**config.mk**
```make
export PLATFORM = sky130hd
export DESIGN_NAME = framebuffer_reader
export DESIGN_NICKNAME = d
export VERILOG_FILES = /design/src/rtl/framebuffer_reader.sv
export SDC_FILE = /design/constraint.sdc
export NUM_CORES = 1
export LEC_CHECK = 0
export ABC_CLOCK_PERIOD_IN_PS = 3000
export BUFFER_PORTS_ARGS = -buffer_cell sky130_fd_sc_hd__buf_2
export CAP_MARGIN = 30
export CORE_MARGIN = 2
export CORE_UTILIZATION = 50
export CTS_CLUSTER_SIZE = 12
export DETAILED_ROUTE_END_ITERATION = 8
export MAX_ROUTING_LAYER = met4
export PLACE_DENSITY = 0.7
export SLEW_MARGIN = 10
export SYNTH_ARGS = -nofsm -noshare
export SYNTH_HDL_FRONTEND = slang
export SYNTH_SLANG_ARGS = --single-unit
export TNS_END_PERCENT = 1
```
**constraint.sdc**
```tcl
create_clock -name clk -period 3 [get_ports clk]
set_input_delay 0.15 -clock clk [delete_from_list [all_inputs] [get_ports clk]]
set_output_delay 0.15 -clock clk [all_outputs]
set_load 0.02 [all_outputs]
```
**src/rtl/framebuffer_reader.sv**
```systemverilog
// framebuffer_reader
//   Fetches one frame of 12-bit pixels from a dual-port BRAM in raster order and
//   emits them as a valid/ready stream. A credit-limited FIFO absorbs the BRAM
//   read latency so downstream backpressure never drops or duplicates a pixel.
//
//   Build option: define FB_READER_MIRROR_EN for horizontal mirroring (addresses
//   descend within each line). Handshake and timing are identical in both builds.
//
// Ports
//   clk, rst        clock, asynchronous active-high reset
//   start           begin one frame (sampled only when idle)
//   bram_addr       BRAM read address
//   bram_data_out   BRAM read data, BRAM_LATENCY cycles after the address
//   axiov/axiod     output pixel valid / pixel
//   axior           downstream ready
//   axiou           first pixel of frame, axiol last pixel of line
//   busy            high from accepted start until frame_done
//   frame_done      one-cycle pulse after the final pixel handshake
`timescale 1ns/1ps
module framebuffer_reader #(
   parameter int unsigned FRAME_WIDTH  = 240,
   parameter int unsigned FRAME_HEIGHT = 320,
   parameter int unsigned BRAM_LATENCY = 2
) (
   input  logic        clk,
   input  logic        rst,
   input  logic        start,
   output logic [16:0] bram_addr,
   input  logic [11:0] bram_data_out,
   output logic        axiov,
   output logic [11:0] axiod,
   input  logic        axior,
   output logic        axiou,
   output logic        axiol,
   output logic        busy,
   output logic        frame_done
);
   localparam int unsigned Depth = BRAM_LATENCY + 2;
   localparam int unsigned PtrW  = $clog2(Depth);
   localparam int unsigned CntW  = $clog2(Depth + 1);
   localparam int unsigned CrW   = CntW + 2;
   localparam int unsigned ColW  = $clog2(FRAME_WIDTH);
   localparam int unsigned RowW  = $clog2(FRAME_HEIGHT);
`ifdef FB_READER_MIRROR_EN
   localparam logic [16:0] FirstAddr = 17'(FRAME_WIDTH - 1);
`else
   localparam logic [16:0] FirstAddr = '0;
`endif

   typedef enum logic [1:0] {StIdle, StFetch, StDrain} state_e;

   state_e          state_q, state_d;
   logic [ColW-1:0] col_q;
   logic [RowW-1:0] row_q;
   logic [16:0]     addr_q, addr_d;
   logic            frame_done_q, frame_done_d;

   // Read-valid bit and {sof, eol} tags travel alongside the BRAM pipeline
   logic [BRAM_LATENCY-1:0] vld_q;
   logic [1:0]              tag_q [BRAM_LATENCY];

   logic [13:0]     fifo_mem [Depth];
   logic [PtrW-1:0] wr_ptr_q, rd_ptr_q;
   logic [CntW-1:0] fifo_cnt_q;

   // Output register acts as the FIFO head and holds payload during stalls
   logic        out_valid_q;
   logic [11:0] out_pix_q;
   logic        out_sof_q, out_eol_q;

   logic           accept, issue, col_last, pos_last, fifo_wr, fifo_rd, xfer;
   logic [CrW-1:0] credit_used;

   function automatic logic [PtrW-1:0] ptr_inc(input logic [PtrW-1:0] p);
      return (p == PtrW'(Depth - 1)) ? '0 : p + PtrW'(1);
   endfunction

   assign col_last = (col_q == ColW'(FRAME_WIDTH - 1));
   assign pos_last = col_last && (row_q == RowW'(FRAME_HEIGHT - 1));
   assign accept   = (state_q == StIdle) && start && !frame_done_q;
   assign xfer     = out_valid_q && axior;
   assign fifo_wr  = vld_q[BRAM_LATENCY-1];
   assign fifo_rd  = (fifo_cnt_q != '0) && (!out_valid_q || axior);

   // Credit counts everything not yet handed downstream; a pixel leaving this
   // cycle frees its slot immediately so the stream sustains one per cycle.
   always_comb begin
      credit_used = CrW'(fifo_cnt_q) + CrW'(out_valid_q && !axior);
      for (int i = 0; i < BRAM_LATENCY; i++) begin
         credit_used = credit_used + CrW'(vld_q[i]);
      end
   end

   assign issue = (state_q == StFetch) && (credit_used < CrW'(Depth));

   always_comb begin
      state_d      = state_q;
      frame_done_d = 1'b0;
      unique case (state_q)
         StIdle:  if (accept) state_d = StFetch;
         StFetch: if (issue && pos_last) state_d = StDrain;
         StDrain: begin
            if ((fifo_cnt_q == '0) && (vld_q == '0) && xfer) begin
               state_d      = StIdle;
               frame_done_d = 1'b1;
            end
         end
         default: state_d = StIdle;
      endcase
   end

   always_comb begin
      addr_d = addr_q;
      if (accept) begin
         addr_d = FirstAddr;
      end else if (issue) begin
         if (pos_last) begin
            addr_d = '0;
         end else begin
`ifdef FB_READER_MIRROR_EN
            // Jump from the start of this line to the end of the next one
            addr_d = col_last ? addr_q + 17'(2 * FRAME_WIDTH - 1) : addr_q - 17'd1;
`else
            addr_d = addr_q + 17'd1;
`endif
         end
      end
   end

   always_ff @(posedge clk or posedge rst) begin
      if (rst) begin
         state_q      <= StIdle;
         frame_done_q <= 1'b0;
         addr_q       <= '0;
         col_q        <= '0;
         row_q        <= '0;
      end else begin
         state_q      <= state_d;
         frame_done_q <= frame_done_d;
         addr_q       <= addr_d;
         if (accept) begin
            col_q <= '0;
            row_q <= '0;
         end else if (issue) begin
            col_q <= col_last ? '0 : col_q + ColW'(1);
            if (col_last) row_q <= row_q + RowW'(1);
         end
      end
   end

   always_ff @(posedge clk or posedge rst) begin
      if (rst) begin
         vld_q <= '0;
         for (int i = 0; i < BRAM_LATENCY; i++) tag_q[i] <= '0;
      end else begin
         vld_q[0] <= issue;
         tag_q[0] <= {(col_q == '0) && (row_q == '0), col_last};
         for (int i = 1; i < BRAM_LATENCY; i++) begin
            vld_q[i] <= vld_q[i-1];
            tag_q[i] <= tag_q[i-1];
         end
      end
   end

   always_ff @(posedge clk) begin
      if (fifo_wr) fifo_mem[wr_ptr_q] <= {bram_data_out, tag_q[BRAM_LATENCY-1]};
   end

   always_ff @(posedge clk or posedge rst) begin
      if (rst) begin
         wr_ptr_q    <= '0;
         rd_ptr_q    <= '0;
         fifo_cnt_q  <= '0;
         out_valid_q <= 1'b0;
         out_pix_q   <= '0;
         out_sof_q   <= 1'b0;
         out_eol_q   <= 1'b0;
      end else begin
         if (fifo_wr) wr_ptr_q <= ptr_inc(wr_ptr_q);
         if (fifo_rd) rd_ptr_q <= ptr_inc(rd_ptr_q);
         fifo_cnt_q <= fifo_cnt_q + CntW'(fifo_wr) - CntW'(fifo_rd);
         if (fifo_rd) begin
            out_valid_q <= 1'b1;
            {out_pix_q, out_sof_q, out_eol_q} <= fifo_mem[rd_ptr_q];
         end else if (xfer) begin
            out_valid_q <= 1'b0;
         end
      end
   end

   assign bram_addr  = addr_q;
   assign axiov      = out_valid_q;
   assign axiod      = out_pix_q;
   assign axiou      = out_sof_q;
   assign axiol      = out_eol_q;
   assign busy       = (state_q != StIdle);
   assign frame_done = frame_done_q;

endmodule

```
==> impl_metrics.ini <==
[status]
status = finished, final reports clean

[logic_synthesis]
synth_nets = 423
yosysWarnings = 0
synth_top_area_frac = 0.314
synth_edf_count = 56
ys_ff_latch = 121
syn_area_per_cell_um2 = 13.7
netlist_area_mm2 = 0.00535
yosys-top-cells-area = edfxtp_1 31%, dfrtp_1 30%, mux4_2 5.9%
synth_cell_types = 56
yosysTopAreaCell = edfxtp_1
netlist_instances = 391
synth_async_sr_flop_share = 0.537
ys_seq_area_frac = 0.618
synthFlopType = dfrtp_1

[floorplan]
fp.dieArea_mm2 = 0.0115
start_util = 0.516
pin_count = 50
die_h_um = 107
rows = 37
die_w_um = 107
core_area_mm2 = 0.0104

[timing]
setup_tns_ps = 0
final_max_slew_viol_count = 0
relSlewSlack = 0.473
maxClockFrequency_mhz = 377
setup_slack_ps = 351
period_minus_slack_ps = 2650
finalCritPeriodShare = 0.883
rsz0062_at_grt = false
tightestPinTransition_ps = 790
hold_viol = 0
fin_skew_ps = 13.5
setup_viol = 0

[power]
p_sw_frac = 0.335
p_per_area_mw_per_mm2 = 932
p_clk_frac = 0.324
p_leak_nw = 2.61
switching_power_mw = 2.02
combPwrFrac = 0.268
vdd_drop_max_v = 0.000633
p_seq_frac = 0.408
power.internal_mw = 4.02
totalPowerFinal_mw = 6.04

[clock_tree]
path_clk_slew_ps = 60
tritoncts = done
cts_buffer_depth = 2
cts_setup_buffers = 0
cts-root-buf = clkbuf_8
cts_buffers = 17
h-tree-depth = 4
clkSinkCount = 121
clk-insertion-delay-late_ps = 510

[route]
first_pass_iters = 5
routed_via_density = 5.60
drt_iter0_drc = 134
wl_per_cell_um = 17.4
wirelength_mm = 10.8
route.detailed.drc = 0
vias = 3469
postRouteAntennaNets = 0

[worst_setup_path]
reg2reg_slack_ps = 350
crit_buf_inv = 1
criticalPathCategory = register to register
slowest_delay_ps = 380
critPathTopFamily = simple AND/OR/NAND/NOR gates
worst_r2r_startpoint = axiov
rr_endpoint = bram_addr[6]
required_ps = 3430
setup.worst_path.start_class = register
reg2reg_depth = 9
worstPathArrival_ps = 3070
cp_max_fo = 10
crit_chain = nor2b_1 > fa_1 > ha_1 > nor4b_4 > nand2_2 > buf_4 > nor2_1 > nand4_1 > o21ai_0
worst_path_max_delay_cell = dfrtp_1
cp-end-kind = register

[cells_and_area]
final_area_mm2 = 0.00648
fill_cells = 812
layout-drive-gt1-share = 0.273
num-nets-final = 502
final_util = 0.625
layout_common_cells = 65 x dfrtp_1, 56 x edfxtp_1, 49 x buf_2, 24 x o21ai_0
syn_to_final_growth_pct = 21.2
layout_commonest_cell = dfrtp_1
antenna_cells = 0

[min_path]
min_path_type = input port to async pin

[global_route]
grt_first_pass_wirelength_mm = 17.9
antenna_found_initial = 0
grt_use_total = 0.210
grt_pass1_vias = 3591
overflow = 0
grt_max_degree = 30

[placement]
gp_congestion = 0.841
dpl-instance-area_mm2 = 0.00577
port_buffers = 49
hpwl_mm = 6.99
place_ws_ps = 360

[run]
maxCapViolCount = 0
[worst min-delay path, cell delays in order]
cell and delay [ps]:
dlygate4sd3_1 530, buf_2 120, inv_2 340
[power groups by stage]
stage	combinational [mW]	clock, mW	sequential [mW]
after CTS	1.65	1.99	2.47
after floorplan	1.05	0	2.55
after global placement	1.56	0	2.48
final	1.62	1.96	2.47
after global routing	1.80	2.06	2.53
after detailed placement	1.62	0	2.50
[worst max-delay path by stage]
stage                               end  slack (ps)  cells after the start  startpoint
after floorplan           fifo_cnt_q[2]         500                     10       axiov
after global placement         row_q[8]         440                      8       axiov
after detailed placement       row_q[8]         360                      8       axiov
after CTS                      row_q[8]         350                      8       axiov
after global routing       bram_addr[6]          40                      8    vld_q[1]
final                      bram_addr[6]         350                      9       axiov
[flip-flops by register name, indices dropped and copies added (netlist names), 2 cells and up]
signal      cells
state_q         2
fifo_cnt_q      3
wr_ptr_q        2
axiod          12
tag_q           4
fifo_mem       56
rd_ptr_q        2
row_q           9
vld_q           2
col_q           8
bram_addr      17
[per-layer routing]
metal	GRT usage	part of all wire	vias to the layer above
li1	-	-	1627
met1	0.247	0.43	1760
met2	0.360	0.52	72
met3	0.0496	0.036	10
met4	0.0678	0.0087	0
met5	-	0	-
[cell usage after synthesis (3+ instances only)]
cell type	instances
a21oi_1	11
edfxtp_1	56
nor2b_1	5
o21ai_0	24
mux2_2	16
nor2_1	22
o211ai_1	5
and3_1	3
and2_1	6
nand2_1	21
clkbuf_1	5
nand3_1	22
mux4_2	14
buf_2	5
o31ai_1	4
nor3_1	5
nor4_1	3
or3_1	6
a31oi_1	4
ha_1	14
dfrtp_1	65
xnor2_1	10
inv_1	16
and4_1	3
nand4_1	7
[final cells by class]
cell class	instances	area, um^2	share of cell area
Timing Repair Buffer	72	453	0.0698
Clock inverter	15	158	0.0243
Sequential cell	121	3310	0.510
Tap cell	136	170	0.0262
Clock buffer	17	414	0.0639
Inverter	17	63.8	0.00984
Multi-Input combinational cell	241	1920	0.296
[stage by stage]
step           hold WS, ps  instances
6_report               198        619
5_1_grt                208        619
4_1_cts                202        619
3_5_place_dp           198        573
3_3_place_gp           185        573
2_1_floorplan          249        391
[timing repair]
action / in CTS / in global routing
hold buffers: 14 / 0
endpoints found under the hold margin: 66 / 0
gates resized for setup: 0 / 0
endpoints found under the setup margin: 0 / 0
[logic make-up after synthesis]
kind of cell,share of synthesized area
DFF,0.618
AOI/OAI and AO/OA,0.0737
and+or+nand+nor,0.132
adders and majority gates,0.0402
buffers and inverters,0.0229
muxes,0.0926
xor gates and xnor gates,0.0196
No activity file was read; power rests on OpenSTA's default activity.
